`config.mk`:
```
export PLATFORM = sky130hd
export DESIGN_NAME = ha_settle_cnt
export DESIGN_NICKNAME = d
export VERILOG_FILES = /design/src/rtl/ha_stim_chk_settle_cnt.sv
export SDC_FILE = /design/constraint.sdc
export NUM_CORES = 1
export LEC_CHECK = 0
export BUFFER_PORTS_ARGS = -buffer_cell sky130_fd_sc_hd__buf_2
export CAP_MARGIN = 20
export CORE_AREA = 2 2 39 41
export DETAILED_ROUTE_END_ITERATION = 10
export DIE_AREA = 0 0 41 43
export PLACE_DENSITY = 0.47
export SLEW_MARGIN = 5
export SYNTH_ARGS = -nofsm -noshare
export SYNTH_HDL_FRONTEND = slang
export SYNTH_SLANG_ARGS = --single-unit
```
`constraint.sdc`:
```
create_clock -name clk -period 2.4 [get_ports clk]
set_input_delay 0.36 -clock clk [delete_from_list [all_inputs] [get_ports clk]]
set_output_delay 0.36 -clock clk [all_outputs]
set_load 0.03 [all_outputs]
```
`src/rtl/ha_stim_chk_settle_cnt.sv`:
```
// ============================================================================
// Module      : ha_settle_cnt
// Description : Loadable down-counter with zero flag, times the settle window.
// Revision    : 1.0 - initial release
// ============================================================================
`default_nettype none

module ha_settle_cnt #(
   parameter int W = 4
) (
   input  logic         clk,
   input  logic         rst,
   input  logic         load_i,
   input  logic [W-1:0] load_val_i,
   input  logic         dec_i,
   output logic         zero_o
);

   logic [W-1:0] cnt_q;

   always_ff @(posedge clk or posedge rst) begin
      if (rst) begin
         cnt_q <= '0;
      end else if (load_i) begin
         cnt_q <= load_val_i;
      end else if (dec_i && (cnt_q != '0)) begin
         cnt_q <= cnt_q - 1'b1;
      end
   end

   assign zero_o = (cnt_q == '0);

endmodule

`default_nettype wire

```
Yosys cells after proc, flatten, opt, wreduce, memory -nomap -nowiden
Index checks and enable logic that the tools add are counted.
{"block": "word_totals", "in_bits": 8, "word_cells": 8, "output_inout_bits": 1, "register_bits": 4}
{"block": "op_classes", "n_reduce_logical": 4, "muxes": 2, "addsub": 1}
{"op": "$mux 4", "n": 2}
{"op": "$logic_not 4->1", "n": 1}
{"op": "$reduce_bool 4->1", "n": 1}
{"op": "$sub 4x1->4 const B", "n": 1}
{"op": "$reduce_bool 2->1", "n": 1}
{"op": "$logic_and 1x1->1", "n": 1}

Logic depth before layout (Yosys ltp)
Gate-level depths: netlist of the first run.
{"block": "logic_depth", "word_depth": 4, "depth_mapped": 5, "depth_no_buf": 5}

Worst setup path after synthesis of the first run
Ideal clock, no wire load.
{"block": "synth_path", "path_type": "register -> output", "startpoint": "register cnt_q[0]", "endpoint": "output port zero_o", "n_path_buf": 0, "arrival_time_ns": 1.242, "t_required_ns": 2.040, "path_stages_with_launch": 5, "slack_ns": 0.798, "path_cell_list": "dfrtp_1 > inv_1 > ha_1 > or3b_4 > inv_1"}
{"block": "synth_between", "elab_chain_len": 1}
{"element": "from (decl)", "line_no": "19", "text": "logic [W-1:0] cnt_q;"}
{"element": "from (signal assigned)", "line_no": "25", "text": "cnt_q <= load_val_i;"}
{"element": "from (signal assigned)", "line_no": "27", "text": "cnt_q <= cnt_q - 1'b1;"}
{"element": "$logic_not 4->1", "line_no": "31", "text": "assign zero_o = (cnt_q == '0);"}
{"element": "to (decl)", "line_no": "16", "text": "output logic zero_o"}
No other way between the ends.

Worst setup path in the final report of the first run
Same ends and word-level chain as after synthesis.

==> impl_metrics.yaml, run 1 <==
global_routing:
  grt_remaining_overflow: 0
  grt_max_degree: 10
  grt_antenna_before_repair: 0
  grt_pass1_vias: 234
  grt_pass1_wl_um: 876
  grt_usage_pct: 7.85
sta:
  skew_ns: 0.00124
  rsz0062_at_grt: "no"
  period_minus_slack_ns: 1.92
  fin_crit_sh_pct: 80.0
  hold_ws_ns: 0.00720
  setup_viol_count_final: 0
  setup_slack_ns: 0.481
  slew_headroom_pct: 82.3
  max_clock_freq_ghz: 0.521
  maxSlewViolCount: 0
  hold_violations: 0
  tns_ns: 0
  worst_slew_pin_slew_ns: 0.265
logic_synthesis:
  yosysTopAreaCell: "dfrtp_1"
  synth_ff_type: "dfrtp_1"
  ys_top_cells_by_area: "dfrtp_1 38%, a21oi_1 5.7%, inv_1 5.7%"
  ys_seq_area_share_pct: 38.3
  synth_top_area_share_pct: 38.3
  ys_types: 17
  synthCells: 28
  synth_nets: 37
  async_reset_ff_share_pct: 100
  synth-edff-count: 0
  yosys_warnings: 0
  avgSynthCellArea_um2: 9.34
  ys_ff_latch: 4
  yosys-top-cells-count: "4 x dfrtp_1, 4 x inv_1, 3 x a21oi_1, 3 x nand2_1, 2 x o21ai_1"
  netlist_area_um2: 262
place:
  gp_congestion: 0.601
  placed_cell_area_um2: 318
  place_ws_ns: 0.703
  io_buffers: 8
  place_hpwl_um: 427
  dp_cells: 51
floorplan:
  die_h_um: 43
  start_util_pct: 18.9
  die_area_um2: 1760
  die_w_um: 41
  io_pins: 9
  rows: 14
  core_area_um2: 1380
layout:
  top_register: "cnt_q"
  nets: 49
  largest_reg_flops: 4
  reg.largest.list: "cnt_q x4"
  antenna_cells: 0
  area.growth.synth_to_final_pct: 30.1
  stdcell_area_um2: 340
  instances_no_fill: 54
  drive_gt1_share_pct: 36.8
power:
  leakagePower_uw: 0.000170
  combPwrFrac_pct: 22.4
  power_frac_seq_pct: 39.9
  p_per_area_nw_per_um2: 609
  clockPowerShare_pct: 37.7
  p_sw_uw: 52.1
  netSwitchingFraction_pct: 25.2
  vdd_drop_max_v: 0.000183
  internal_power_uw: 155
clock_network:
  ctsResizeCount: 0
  cts-hold-fix-buffers: 0
  clock-sinks: 4
  path_clk_slew_ns: 0.03
  cts_buffers: 3
  cts_buffer_depth: 2
  insertion_delay_ns: 0.23
  cts_setup_buffers: 0
  root_buffer: "clkbuf_4"
  h-tree-depth: 1
  tritoncts: "yes"
route:
  drc: 0
  dr.pass1.iters: 1
  routed_wl_um: 495
  drt_iter0_drc: 0
  vias: 232
  avgRoutedWirePerCell_um: 9.17
  vias_per_cell: 4.30
  drtAntennaViolNets: 0
setup_path:
  worstSetupPathType: "reg -> out"
  cp-start-kind: "flop"
  cpMostUsedCell: "inv_1"
  worstSetupStartpoint: "cnt_q[0]"
  cp.depth: 5
  crit_chain: "inv_1, ha_1, or3b_4, inv_1, buf_2"
  worst_ep_arrival_time_ns: 1.56
  critPathCaptureType: "output port"
  crit_buf_inv: 3
  path_max_fanout: 5
  cpLargestDelayFamily: "simple AND/OR/NAND/NOR gates"
  required_ns: 2.04
  r2r_start: "cnt_q[0]"
  slowest_delay_ns: 0.42
  worst_path_max_delay_cell: "or3b_4"
  r2r_cells: 5
worst_hold_path:
  min-delay-path-class: "in -> async"
run:
  max-cap-violations: 0
status:
  status: "complete, no violations"
## cell families after synthesis
| group | count (synthesis) | synth area share, % |
|---|---|---|
| compound gates | 8 | 20.1 |
| fa+ha+maj | 1 | 4.78 |
| buf+inv | 5 | 7.17 |
| flops | 4 | 38.3 |
| simple gates | 10 | 29.7 |
## layout by cell type (no fill, tap or decap), drive strengths merged
| master | instances |
|---|---|
| buf | 8 |
| inv | 4 |
| dfrtp | 4 |
| a21oi | 3 |
| nand2 | 3 |
| clkbuf | 3 |
| o21ai | 2 |
| or3b | 1 |
| a31o | 1 |
| and4b | 1 |
| nor4b | 1 |
| nor3 | 1 |
| nor3b | 1 |
| a221o | 1 |
| and3 | 1 |
| nand2b | 1 |
| o31a | 1 |
| ha | 1 |
## metal layers
metal | vias to the layer above | global-route usage [%] | wire length (um)
met2 | 4 | 11.9 | 267
li1 | 120 | - | -
met5 | - | 0 | 0
met1 | 108 | 8.12 | 209
met3 | 0 | 1.57 | 18
met4 | 0 | 8.00 | 0
## per-stage QoR
step / utilization, % / power, uW
final: 24.6 / 207
after global routing: 24.6 / 223
after CTS: 24.6 / 214
after detailed placement: 23.0 / 131
after global placement: 23.0 / 131
after floorplan: - / 117
## worst paths after layout
path                             to  slack, ns
max                          zero_o       0.48
min                        cnt_q[0]      0.007
max reg2reg                cnt_q[0]       0.76
min reg2reg                cnt_q[1]       0.59
max in group asynchronous  cnt_q[2]       2.25
min in group clk           cnt_q[2]       0.35
## cell type report
| type | count | area, um2 |
|---|---|---|
| clock buffer | 3 | 22.5 |
| fill | 159 | 1040 |
| inverter | 4 | 15.0 |
| multi-input combinational | 19 | 143 |
| sequential | 4 | 100 |
| tap | 16 | 20.0 |
| timing repair buffer | 8 | 40.0 |
## power by group through the flow
stage / Sequential [uW] / Combinational [uW] / Clock, uW
floorplan: 82.3 / 34.5 / 0
global placement: 83.5 / 47.0 / 0
detailed placement: 83.7 / 47.8 / 0
CTS: 82.9 / 47.7 / 83.1
global route: 84.4 / 53.5 / 85.4
finish: 82.7 / 46.4 / 78.0
No activity file was read; power rests on OpenSTA's default activity.
==> run 2, diff against run 1 <==
Clock period 2.4 ns to 1.99 ns, I/O delays scaled along.
==> impl_metrics.yaml, run 2 (synthesis results as in run 1) <==
layout:
  reg.largest.list: "cnt_q x4"
  area.growth.synth_to_final_pct: 34.0
  stdcell_area_um2: 350
  drive_gt1_share_pct: 35.9
  nets: 50
  largest_reg_flops: 4
  antenna_cells: 0
  final_common_cell: "buf_2"
  top_register: "cnt_q"
  seqCellArea_um2: 100
  fillCellCount: 153
  final_cell_mix: "8 x buf_2, 4 x inv_1, 4 x dfrtp_1"
  multiInputGateArea_um2: 143
  final_core_util_pct: 25.3
sta:
  hold_violations: 0
  setup_viol_count_final: 0
  period_minus_slack_ns: 1.89
  rsz0062_at_grt: "no"
  skew_ns: 0.00449
  max_clock_freq_ghz: 0.529
  fin_crit_sh_pct: 94.9
  maxSlewViolCount: 0
  slew_headroom_pct: 82.6
  tns_ns: 0
  worst_slew_pin_slew_ns: 0.260
power:
  vdd_drop_max_v: 0.000227
  leakagePower_uw: 0.000174
  p_per_area_nw_per_um2: 739
floorplan:
  core_area_um2: 1380
  io_pins: 9
  rows: 14
  die_w_um: 41
  start_util_pct: 18.9
  die_area_um2: 1760
  die_h_um: 43
setup_path:
  path_max_fanout: 5
  r2r_cells: 5
  worstSetupStartpoint: "cnt_q[0]"
  worst-r2r-setup-slack_ns: 0.35
  critPathCaptureType: "output port"
  critPathCapture: "zero_o"
  cp-start-kind: "flop"
  worstSetupPathType: "reg -> out"
  required_ns: 1.69
  r2r_start: "cnt_q[0]"
  worst_ep_arrival_time_ns: 1.59
  r2r-end: "cnt_q[0]"
place:
  gp_congestion: 0.645
  placed_cell_area_um2: 318
  io_buffers: 8
  place_hpwl_um: 446
route:
  drt_iter0_drc: 8
  avgRoutedWirePerCell_um: 10.5
  dr.pass1.iters: 4
  routed_wl_um: 577
  vias_per_cell: 4.44
  drtAntennaViolNets: 0
  drc: 0
  vias: 244
run:
  max-cap-violations: 0
clock_network:
  cts_setup_buffers: 0
  path_clk_slew_ns: 0.04
  tritoncts: "yes"
  clock-sinks: 4
  h-tree-depth: 1
  insertion_delay_ns: 0.24
  root_buffer: "clkbuf_4"
  cts_buffer_depth: 2
  cts_buffers: 3
global_routing:
  grt_max_degree: 10
  grt_pass1_vias: 259
  grt_remaining_overflow: 0
  grt_antenna_before_repair: 0
  grt_usage_pct: 9.16
  grt_pass1_wl_um: 1040
worst_hold_path:
  min-delay-path-class: "in -> reg"
status:
  status: "complete, no violations"
## run 2: what timing repair did
item / 4_1_cts / 5_1_grt
hold endpoints to repair: 4 / 0
hold buffers: 1 / 0
resized for setup: 0 / 0
## run 2: worst max-delay path: stages (launching register included)
cell and delay [ns]:
dfrtp_1 0.38, inv_1 0.10, ha_1 0.20, or3b_4 0.42, inv_1 0.06, buf_2 0.18
## run 2: metrics by stage
| step | hold WS [ns] | instances | power, uW | setup WS (ns) |
|---|---|---|---|---|
| after floorplan | 0.0646 | 28 | 141 | 0.439 |
| after global placement | 0.193 | 51 | 158 | 0.332 |
| after detailed placement | 0.196 | 51 | 158 | 0.342 |
| after CTS | 0.279 | 55 | 264 | 0.0838 |
| after global routing | 0.314 | 55 | 277 | 0.0120 |
| final | 0.281 | 55 | 259 | 0.101 |
## run 2: routing by layer
layer / wire (um) / global-route usage [%]
met5: 0 / 0
met3: 32 / 3.14
met2: 280 / 11.9
met1: 249 / 11.4
met4: 14 / 8.00
## run 2: cell type report
class	instances	area share (%)
multi-input combinational	19	40.7
inverter	4	4.29
clock buffer	3	6.43
timing repair buffer	9	14.3
sequential	4	28.6
tap	16	5.71
## run 2: report_power, final
group | internal [uW] | switching [uW]
clock network | 67.5 | 33.8
logic | 29.7 | 27.8
registers | 91.4 | 8.77
## run 2: how the worst min path moves through the flow
stage / start / endpoint / slack [ns] / cells past startpoint
global route: load_val_i[2] / cnt_q[2] / 0.31 / 3
global placement: rst / cnt_q[3] / 0.19 / 2
floorplan: rst / cnt_q[0] / 0.06 / 1
CTS: load_val_i[2] / cnt_q[2] / 0.28 / 3
finish: load_val_i[2] / cnt_q[2] / 0.28 / 3
detailed placement: rst / cnt_q[3] / 0.20 / 2
==> run 3, diff against run 2 <==
--- a/config.mk
+++ b/config.mk
@@ -11,5 +11,5 @@
 export DETAILED_ROUTE_END_ITERATION = 10
 export DIE_AREA = 0 0 41 43
-export PLACE_DENSITY = 0.47
+export PLACE_DENSITY = 0.4
 export SLEW_MARGIN = 5
 export SYNTH_ARGS = -nofsm -noshare
==> constraint.sdc (replaced) <==
create_clock -name clk -period 1.99 [get_ports clk]
set_input_delay 0.2985 -clock clk [delete_from_list [all_inputs] [get_ports clk]]
set_output_delay 0.2985 -clock clk [all_outputs]
set_load 0.1 [all_outputs]
==> impl_metrics.yaml, run 3 (synthesis results as in run 1) <==
place:
  place_ws_ns: 0.321
  io_buffers: 8
  gp_congestion: 0.683
  place_hpwl_um: 397
layout:
  final_common_cell: "buf_2"
  drive_gt1_share_pct: 38.5
  final_cell_mix: "7 x buf_2, 4 x inv_1, 4 x dfrtp_1"
  antenna_cells: 0
  top_register: "cnt_q"
  area.growth.synth_to_final_pct: 40.7
  largest_reg_flops: 4
  fillCellCount: 158
  nets: 50
  reg.largest.list: "cnt_q x4"
clock_network:
  path_clk_slew_ns: 0.04
  tritoncts: "yes"
  h-tree-depth: 1
  cts_setup_buffers: 0
  clock-sinks: 4
  cts_buffers: 3
  cts_buffer_depth: 2
  insertion_delay_ns: 0.23
  root_buffer: "clkbuf_4"
power:
  netSwitchingFraction_pct: 27.9
  internal_power_uw: 195
  vdd_drop_max_v: 0.000245
  leakagePower_uw: 0.000175
  p_per_area_nw_per_um2: 734
  power_frac_seq_pct: 36.9
  p_sw_uw: 75.2
  clockPowerShare_pct: 35.8
  combPwrFrac_pct: 27.3
route:
  avgRoutedWirePerCell_um: 8.62
  routed_wl_um: 474
  drtAntennaViolNets: 0
  drc: 0
  dr.pass1.iters: 4
  vias_per_cell: 4.29
  vias: 236
  drt_iter0_drc: 5
setup_path:
  cpMostUsedCell: "inv_1"
  critPathCaptureType: "output port"
  cpLargestDelayFamily: "simple AND/OR/NAND/NOR gates"
  path_max_fanout: 5
  required_ns: 1.69
  worst_ep_arrival_time_ns: 1.60
  slowest_delay_ns: 0.41
  worstSetupStartpoint: "cnt_q[0]"
  cp-start-kind: "flop"
  worstSetupPathType: "reg -> out"
  crit_chain: "inv_1, ha_2, or3b_4, inv_1, buf_12"
  r2r_start: "cnt_q[0]"
  worst_path_max_delay_cell: "or3b_4"
  crit_buf_inv: 3
sta:
  slew_headroom_pct: 82.2
  rsz0062_at_grt: "no"
  max_clock_freq_ghz: 0.526
  period_minus_slack_ns: 1.90
  skew_ns: 0.000479
  maxSlewViolCount: 0
  worst_slew_pin_slew_ns: 0.266
  tns_ns: 0
  setup_slack_ns: 0.0902
  hold_violations: 0
  fin_crit_sh_pct: 95.5
  setup_viol_count_final: 0
floorplan:
  die_h_um: 43
  rows: 14
  core_area_um2: 1380
  io_pins: 9
  start_util_pct: 18.9
  die_area_um2: 1760
  die_w_um: 41
run:
  max-cap-violations: 0
global_routing:
  grt_pass1_vias: 218
  grt_usage_pct: 7.16
  grt_remaining_overflow: 0
  grt_antenna_before_repair: 0
  grt_pass1_wl_um: 821
  grt_max_degree: 10
worst_hold_path:
  hold_start: "load_val_i[1]"
  min-delay-path-class: "in -> reg"
status:
  status: "complete, no violations"
-- run 3: tightest hold or removal path, stage by stage --
cell	delay [ns]
buf_2	0.07
nand2_1	0.04
o21ai_1	0.07
-- run 3: layer usage --
metal | global-route usage, % | vias to the layer above | wire (um)
li1 | - | 123 | -
met1 | 8.14 | 109 | 202
met2 | 9.69 | 4 | 244
met3 | 1.57 | 0 | 28
met4 | 8.00 | 0 | 0
met5 | 0 | - | 0
-- run 3: what timing repair did --
action | CTS | global route
hold buffers | 1 | 0
gates resized for setup | 0 | 1
hold endpoints to repair | 4 | 0
endpoints found under the setup margin | 0 | 1
-- run 3: layout make-up --
class	count	area [um2]	area share (%)
tap	16	20.0	5.44
multi-input combinational	19	145	39.5
timing repair buffer	9	65.1	17.7
inverter	4	15.0	4.08
clock buffer	3	22.5	6.12
sequential	4	100	27.2
-- run 3: worst paths after layout --
path                       cells past startpoint  slack (ns)       end
max                                            5        0.09    zero_o
min reg2reg                                    2        0.59  cnt_q[1]
max in group asynchronous                      3        1.36  cnt_q[2]
min in group asynchronous                      3        0.48  cnt_q[0]
min                                            3        0.29  cnt_q[1]
max reg2reg                                    5        0.36  cnt_q[0]
-- run 3: metrics by stage --
step	util (%)	hold slack, ns	instances	power, uW	area (um2)
after floorplan	-	0.0646	28	150	262
after global routing	26.6	0.304	55	286	368
after CTS	26.4	0.288	55	277	365
final	26.6	0.289	55	270	368
after global placement	24.1	0.182	51	173	333
after detailed placement	24.1	0.182	51	173	333
-- run 3: power by group through the flow --
stage | logic (uW) | clock network [uW] | registers, uW
finish | 73.6 | 96.6 | 99.6
global route | 81.9 | 103 | 101
CTS | 73.8 | 104 | 99.6
detailed placement | 71.9 | 0 | 101
global placement | 71.6 | 0 | 101
floorplan | 50.4 | 0 | 99.2
